File: src/rtl/regbank_wb_arbiter.sv
// Write-back arbiter for the register bank: round-robin grant of the single write port,
// registered ALUBus/regEnable drive, and a pending-write scoreboard for hazard detection.
module regbank_wb_arbiter #(
    parameter int NREQ        = 3,
    parameter int DW          = 16,
    parameter int AW          = 4,
    parameter int R0_WRITABLE = 1
) (
    input  logic               clk,
    input  logic               reset,
    input  logic [NREQ-1:0]    req,
    input  logic [NREQ*AW-1:0] req_dest,
    input  logic [NREQ*DW-1:0] req_data,
    input  logic               hold,
    input  logic               set_valid,
    input  logic [AW-1:0]      set_addr,
    output logic [NREQ-1:0]    gnt,
    output logic [DW-1:0]      ALUBus,
    output logic [15:0]        regEnable,
    output logic [15:0]        busy,
    output logic [15:0]        wb_count
);

    localparam int PW = (NREQ > 1) ? $clog2(NREQ) : 1;

    logic [PW-1:0]   last;
    logic [NREQ-1:0] elig;
    logic            win_vld;
    logic [PW-1:0]   win;
    logic [AW-1:0]   win_dest;
    logic [DW-1:0]   win_data;
    logic [15:0]     win_en;
    logic            fire;
    logic [15:0]     busy_nxt;

    // A requester granted this cycle sits out the next one so it can drop req.
    assign elig = req & ~gnt;

    // Two descending passes: the last hit of each pass is its lowest index, and any
    // hit above the last-grant pointer overrides the wrapped-around group.
    always_comb begin
        win_vld  = 1'b0;
        win      = '0;
        win_dest = '0;
        win_data = '0;
        for (int i = NREQ - 1; i >= 0; i--) begin
            if (elig[i] && i <= int'(last)) begin
                win_vld  = 1'b1;
                win      = PW'(i);
                win_dest = req_dest[i*AW +: AW];
                win_data = req_data[i*DW +: DW];
            end
        end
        for (int i = NREQ - 1; i >= 0; i--) begin
            if (elig[i] && i > int'(last)) begin
                win_vld  = 1'b1;
                win      = PW'(i);
                win_dest = req_dest[i*AW +: AW];
                win_data = req_data[i*DW +: DW];
            end
        end
    end

    assign fire = win_vld && !hold;

    always_comb begin
        win_en = 16'h0001 << win_dest;
        if (R0_WRITABLE == 0 && win_dest == '0)
            win_en = '0;
    end

    always_ff @(posedge clk or posedge reset) begin
        if (reset) begin
            gnt       <= '0;
            ALUBus    <= '0;
            regEnable <= '0;
            wb_count  <= '0;
            last      <= PW'(NREQ - 1);
        end else begin
            gnt       <= '0;
            regEnable <= '0;
            if (fire) begin
                gnt[win]  <= 1'b1;
                ALUBus    <= win_data;
                regEnable <= win_en;
                wb_count  <= wb_count + 16'd1;
                last      <= win;
            end
        end
    end

    // Set is applied after clear: a newer write to the same register stays pending.
    always_comb begin
        busy_nxt = busy;
        if (fire)
            busy_nxt[win_dest] = 1'b0;
        if (set_valid)
            busy_nxt[set_addr] = 1'b1;
    end

    always_ff @(posedge clk or posedge reset) begin
        if (reset)
            busy <= '0;
        else
            busy <= busy_nxt;
    end

endmodule

File: config.mk
export PLATFORM = sky130hd
export DESIGN_NAME = regbank_wb_arbiter
export DESIGN_NICKNAME = d
export VERILOG_FILES = /design/src/rtl/regbank_wb_arbiter.sv
export SDC_FILE = /design/constraint.sdc
export NUM_CORES = 1
export LEC_CHECK = 0
export CAP_MARGIN = 15
export CELL_PAD_IN_SITES_DETAIL_PLACEMENT = 1
export CELL_PAD_IN_SITES_GLOBAL_PLACEMENT = 2
export CORE_MARGIN = 8
export CORE_UTILIZATION = 26
export DETAILED_ROUTE_END_ITERATION = 10
export PLACE_DENSITY_LB_ADDON = 0.1
export SLEW_MARGIN = 20
export SYNTH_ARGS = -nofsm -noshare
export SYNTH_HDL_FRONTEND = slang
export SYNTH_SLANG_ARGS = --single-unit
File: constraint.sdc
create_clock -name clk -period 6.6 [get_ports clk]
set_clock_uncertainty 0.15 [all_clocks]
set_input_delay 1.32 -clock clk [delete_from_list [all_inputs] [get_ports clk]]
set_output_delay 1.32 -clock clk [all_outputs]
set_load 0.02 [all_outputs]
=== Word-level counts from Yosys, hierarchy flattened ===
Index checks and enable logic that the tools add are counted.

* $add $sub $neg: 1
* Magnitude comparators: 10
* Shift-type cells: 1
* Muxes and demuxes: 30
* Bitwise logic cells: 5
* Reductions and logical operators: 9

{| class="wikitable"
|+ Operator list
! kind !! number
|-
| $mux 16 || 8
|-
| $mux 4 || 5
|-
| $add 16x1->16 const B || 1
|-
| $and 16x16->16 || 1
|-
| $not 16->16 || 1
|-
| $or 16x16->16 || 1
|-
| $shl 1x4->16 const A || 1
|-
| $lt 4x5->1 const B || 2
|-
| $mux 2 || 5
|-
| $demux 1 s4 || 2
|-
| $ge 4x1->1 const B || 2
|-
| $logic_and 1x1->1 || 8
|-
| $mux 1 || 8
|-
| $and 3x3->3 || 1
|-
| $lt 2x3->1 const B || 1
|-
| $mux 3 || 1
|-
| $not 3->3 || 1
|-
| $demux 1 s2 || 1
|-
| $ge 2x1->1 const B || 1
|-
| $gt 1x2->1 const A || 1
|-
| $gt 2x2->1 const A || 1
|-
| $le 1x2->1 const A || 1
|-
| $le 2x2->1 const A || 1
|-
| $logic_not 1->1 || 1
|}

* Register bits after elaboration: 69
* Bits of input ports: 71
* Output and inout bits: 67
* Logic and storage cells: 62

=== Logic depth before layout (Yosys ltp) ===
* Word-level depth: 17
* Depth in mapped cells: 7
* Depth with buffers taken out: 6

=== Least setup slack after synthesis ===
No wires, ideal clock.

* Kind: input to register
* From: in req[2]
* To: reg busy[9]
* Library setup time: 0.119 ns
* Arrival time: 2.983 ns
* Data required time: 6.331 ns
* Setup slack: 3.348 ns
* Stages on the path: 7
* Buffers on the path: 1
* Path through: or3b_4 a31o_4 a22o_1 or3b_1 buf_2 a21oi_2 a21bo_1

* Cells in the longest elaborated chain, start to end: 16
* Elaborated cells on any way between the ends: 24
* Those cells by class: order compare (2); mux (14); bitwise (4); reduce/logical (4)

{| class="wikitable"
|+ Ends and longest elaborated chain
! what !! RTL line !! source
|-
| from (decl) || 11 || <nowiki>input logic [NREQ-1:0] req,</nowiki>
|-
| $and 3x3->3 (*) || 37 || <nowiki>assign elig = req & ~gnt;</nowiki>
|-
| $logic_and 1x1->1 || 47 || <nowiki>if (elig[i] && i <= int'(last)) begin</nowiki>
|-
| $mux 4 (3 in series) || 47 ||
|-
| $mux 4 (2 in series) || 55 || <nowiki>if (elig[i] && i > int'(last)) begin</nowiki>
|-
| $lt 4x5->1 (not written as such) or $ge 4x1->1 (tied branches) || 96 || <nowiki>busy_nxt[win_dest] = 1'b0;</nowiki>
|-
| $logic_and 1x1->1 (not written as such) || 96 ||
|-
| $mux 1 (not written as such) || 96 ||
|-
| $demux 1 s4 || 96 ||
|-
| $not 16->16 (no line) || -- ||
|-
| $and 16x16->16 (no line) || -- ||
|-
| $mux 16 (*) || 95 || <nowiki>if (fire)</nowiki>
|-
| $or 16x16->16 (no line) || -- ||
|-
| $mux 16 (*) || 97 || <nowiki>if (set_valid)</nowiki>
|-
| via busy_nxt[9] || 34 || <nowiki>logic [15:0] busy_nxt;</nowiki>
|-
| to (signal assigned) || 105 || <nowiki>busy <= busy_nxt;</nowiki>
|-
| to (decl) || 20 || <nowiki>output logic [15:0] busy,</nowiki>
|}

Mark *: on every way through the listed nets, which the timed path passes. The rest lies on a longest branch.
A chain may end at the register's enable or synchronous reset.

=== Worst setup path after layout ===
* From: in req[2]
* To: reg busy[7]

The elaborated chain is that of the path after synthesis.

==> run summary <==
OUTCOME
----------------------------------------------------------------------------
Run status .................................................... finished clean

ROUTE
----------------------------------------------------------------------------
Routed wire length ............................................    10,800 um
Length of the first detailed-routing pass in iterations .......            7
Wirelength per Cell ...........................................      19.3 um
Antenna-violating nets left ...................................            0
First DRT Iteration DRCs ......................................          217
Total via count in the routed design ..........................        2,719
Vias per cell .................................................         4.86
Residual DRC count ............................................            0

WORST SETUP PATH
----------------------------------------------------------------------------
Required time at the worst-slack endpoint .....................      6.66 ns
Worst r2r src ................................................. gnt[2]$_DFF_PP0_
Endpoint class of the critical path ...........................    flip-flop
Startpoint Class .............................................. primary input
Arrival time of the worst setup path ..........................      3.91 ns
Worst Path Max Fanout .........................................           25
Reg2reg end ................................................... busy[7]$_DFF_PP0_
Setup Crit Path Kind ..........................................    in -> reg
FF-to-FF setup slack ..........................................      3.80 ns
Number of cells on the worst reg-to-reg path ..................            6

FLOORPLAN
----------------------------------------------------------------------------
Die ar. .......................................................   15,400 um2
Core region area ..............................................   11,400 um2
Die extent in x ...............................................       124 um
Initial core utilization ......................................        0.266
Y dimension of the die ........................................       124 um
Std-Cell Rows .................................................           39
Total I/O pin count ...........................................          138

TIMING
----------------------------------------------------------------------------
Least setup slack across all paths after layout ...............      2.75 ns
Slew Limit Headroom ...........................................        0.375
Worst Hold Margin .............................................     0.327 ns
Setup repair after global routing missed its margin ...........        false
Tmin final ....................................................      3.85 ns
Number of failing hold endpoints at the final stage ...........            0
Setup TNS after final layout ..................................         0 ns
Tightest Pin Transition .......................................     0.933 ns
Final number of max-transition violations .....................            0
Final setup violation count ...................................            0
Maximum clock frequency .......................................    0.259 GHz
Period utilization ............................................        0.584

HOLD PATH
----------------------------------------------------------------------------
Worst hold path type ..........................................   reg -> reg
Startpoint of the most critical hold path ..................... wb_count[15]$_DFFE_PP0P_
Worst Hold Path Cells .........................................            1
Hold path endpoint ............................................ wb_count[15]$_DFFE_PP0P_

CLOCK TREE
----------------------------------------------------------------------------
CTS sink cnt ..................................................           69
Clock transition at path regs .................................      0.06 ns
Hold bufs inserted after CTS ..................................            0
Clock network latency to the later pin of the worst-skew pair .      0.33 ns
Buffers inserted during post-CTS setup optimization ...........            0
Number of buffers on the longest clock path ...................            2
Number of instances resized during post-cts repair ............            0
Total CTS buffers .............................................            9
Buffer type at the clock tree root ............................ sky130_fd_sc_hd__clkbuf_16
Clock tree from TritonCTS .....................................        built
Level count of the clock H-tree ...............................            3

JOB
----------------------------------------------------------------------------
Maximum capacitance violations ................................            0

GRT
----------------------------------------------------------------------------
Vias in the first global route ................................        2,920
Largest net degree at the start of global routing .............           70
Total overflow reported by the global router ..................            0
GRT Overall Usage .............................................        0.142
Global-route wire length before repair ........................    16,400 um
Initial antenna violation count ...............................            0

CELLS AND AREA
----------------------------------------------------------------------------
Count of filler cells inserted in the layout ..................        1,247
Antenna diode count ...........................................            0
Final instance area ...........................................     4890 um2
Footprint of the multi-input gates ............................     1230 um2
Final #Nets ...................................................          484
FF+latch area .................................................     1730 um2
Share of cells above drive strength 1 .........................       0.0695
Area growth syn-to-layout .....................................        60.8%

PLACED DESIGN
----------------------------------------------------------------------------
Cell area after placement .....................................     4560 um2
Port Buf Inserts ..............................................          137
RePlAce Congestion ............................................        0.736
Setup Slack @ Placement .......................................      2.40 ns
Half-perimeter wire length of the detailed placement result ...      7970 um

YOSYS
----------------------------------------------------------------------------
Combined area of all synthesized cells ........................     3040 um2
Syn Area/Cell .................................................     11.1 um2
Synthesized flop and latch total ..............................           69
Total number of yosys warnings ................................            0
Register area share after synthesis ...........................        0.568
Net count after synthesis .....................................          347
Number of unique standard cell types used by synthesis ........           47
Post-synthesis cell count .....................................          275

POWER
----------------------------------------------------------------------------
Overall power of the completed layout .........................      1.75 mW
Pwr dens ......................................................   358 nW/um2
Static leakage power ..........................................      2.01 nW
Peak supply drop ..............................................     0.246 mV

-- layout make-up --
cell class | instances | share of cell area
Timing Repair Buffer | 140 | 0.285
Sequential cell | 69 | 0.353
Clock buffer | 11 | 0.0517
Inverter | 6 | 0.00460
Multi-Input combinational cell | 186 | 0.252
Tap cell | 143 | 0.0366
Clock inverter | 5 | 0.0166
-- cells by family (layout without fill, tap and decap cells) --
| kind of cell | Yosys count | in the layout | synth area share |
|---|---|---|---|
| AO/OA/AOI/OAI | 84 | 84 | 0.206 |
| XOR/XNOR | 15 | 15 | 0.0432 |
| adder cells (fa/ha/maj) | 1 | 1 | 0.00411 |
| buffers and inverters | 20 | 162 | 0.0263 |
| flip-flops | 69 | 69 | 0.568 |
| AND/OR/NAND/NOR | 86 | 86 | 0.153 |
-- report_power, final --
part	leakage [nW]	internal [mW]	switching [mW]	total, mW
combinational	0.972	0.296	0.323	0.620
clock	0.162	0.352	0.184	0.536
sequential	0.875	0.521	0.0761	0.597
-- routing by layer --
| layer | up-vias | global-route usage | share of wire |
|---|---|---|---|
| li1 | 1294 | - | - |
| met1 | 1343 | 0.166 | 0.42 |
| met2 | 74 | 0.239 | 0.51 |
| met3 | 8 | 0.0530 | 0.064 |
| met4 | 0 | 0.0379 | 0.010 |
| met5 | - | 0 | 0 |
-- Yosys cell counts (all sizes together) --
cell type  number  area share
nor2b           2      0.0041
a21oi           4      0.0078
nand2          28       0.035
o21a            1      0.0025
a21bo           2      0.0066
o32ai           1      0.0053
nand3           5      0.0082
o31ai           4      0.0099
nor3            1      0.0033
o22a            1      0.0029
nand4           4      0.0082
xnor2          13       0.037
a21boi          1      0.0025
a211o           1      0.0029
clkbuf          9       0.011
nor4b           1      0.0078
a22o            2      0.0058
and2            3      0.0062
a222oi         19       0.062
a221oi          1      0.0029
dfrtp          68        0.56
buf             5      0.0078
o2bb2ai         4       0.012
nand2b          7       0.014
nor2           18       0.022
a31oi           2      0.0041
nor3b           2      0.0049
and3            2      0.0041
dfstp           1      0.0086
a31o            2      0.0086
a21o            4      0.0099
a22oi           2      0.0049
and4            2      0.0058
xor2            2      0.0058
inv             6      0.0074
nand3b          7       0.017
o311ai          1      0.0029
nor4            1      0.0021
o21ai          32       0.053
ha              1      0.0041
or3b            3      0.0095
-- worst max path at each step --
stage          startpoint                 endpoint  slack (ns)  cells past startpoint
6_report           req[2]        busy[7]$_DFF_PP0_        2.75                      7
5_1_grt            req[0]  wb_count[7]$_DFFE_PP0P_        2.60                      7
4_1_cts            req[2]        busy[7]$_DFF_PP0_        2.73                      7
3_5_place_dp       req[2]        busy[7]$_DFF_PP0_        2.40                      7
3_3_place_gp       req[2]        busy[7]$_DFF_PP0_        2.42                      7
2_1_floorplan      req[2]        busy[9]$_DFF_PP0_        3.35                      7
-- worst max-delay path: stages --
cell and delay, ns:
sky130_fd_sc_hd__clkdlybuf4s50_1 0.50, sky130_fd_sc_hd__or3b_4 0.42, sky130_fd_sc_hd__a31o_4 0.36, sky130_fd_sc_hd__a222oi_1 0.43, sky130_fd_sc_hd__nand3b_1 0.36, sky130_fd_sc_hd__nand3b_1 0.35
sky130_fd_sc_hd__o2bb2ai_1 0.15
-- placed cells by master (no fill, tap or decap), types with 2 or more instances in the layout --
| master | count |
|---|---|
| sky130_fd_sc_hd__clkdlybuf4s50_1 | 137 |
| sky130_fd_sc_hd__dfrtp_1 | 68 |
| sky130_fd_sc_hd__nand2_1 | 28 |
| sky130_fd_sc_hd__a222oi_1 | 19 |
| sky130_fd_sc_hd__nor2_1 | 18 |
| sky130_fd_sc_hd__o21ai_1 | 17 |
| sky130_fd_sc_hd__o21ai_0 | 15 |
| sky130_fd_sc_hd__xnor2_1 | 13 |
| sky130_fd_sc_hd__clkbuf_16 | 9 |
| sky130_fd_sc_hd__nand2b_1 | 7 |
| sky130_fd_sc_hd__nand3b_1 | 7 |
| sky130_fd_sc_hd__inv_1 | 5 |
| sky130_fd_sc_hd__nand3_1 | 5 |
| sky130_fd_sc_hd__a21o_1 | 4 |
| sky130_fd_sc_hd__o2bb2ai_1 | 4 |
| sky130_fd_sc_hd__nand4_1 | 4 |
| sky130_fd_sc_hd__o31ai_1 | 4 |
| sky130_fd_sc_hd__a21oi_1 | 3 |
| sky130_fd_sc_hd__and2_1 | 3 |
| sky130_fd_sc_hd__buf_4 | 3 |
| sky130_fd_sc_hd__nor3b_1 | 2 |
| sky130_fd_sc_hd__nor2b_1 | 2 |
| sky130_fd_sc_hd__a31oi_1 | 2 |
| sky130_fd_sc_hd__a22o_1 | 2 |
| sky130_fd_sc_hd__a22oi_1 | 2 |
| sky130_fd_sc_hd__a21bo_1 | 2 |
| sky130_fd_sc_hd__and4_1 | 2 |
| sky130_fd_sc_hd__xor2_1 | 2 |
| sky130_fd_sc_hd__and3_1 | 2 |
| sky130_fd_sc_hd__clkbuf_8 | 2 |
| sky130_fd_sc_hd__bufinv_16 | 2 |
-- flip-flops by register name, summed over array words and instances, names as in the netlist --
register   flops
ALUBus        16
busy          16
gnt            3
last           2
regEnable     16
wb_count      16
-- per-stage QoR --
stage / cells / util
after global placement: 544 / 0.399
after detailed placement: 544 / 0.399
final: 560 / 0.428
after global routing: 560 / 0.428
after CTS: 560 / 0.428
after floorplan: 275 / -
(Power assumes the default switching activity.)
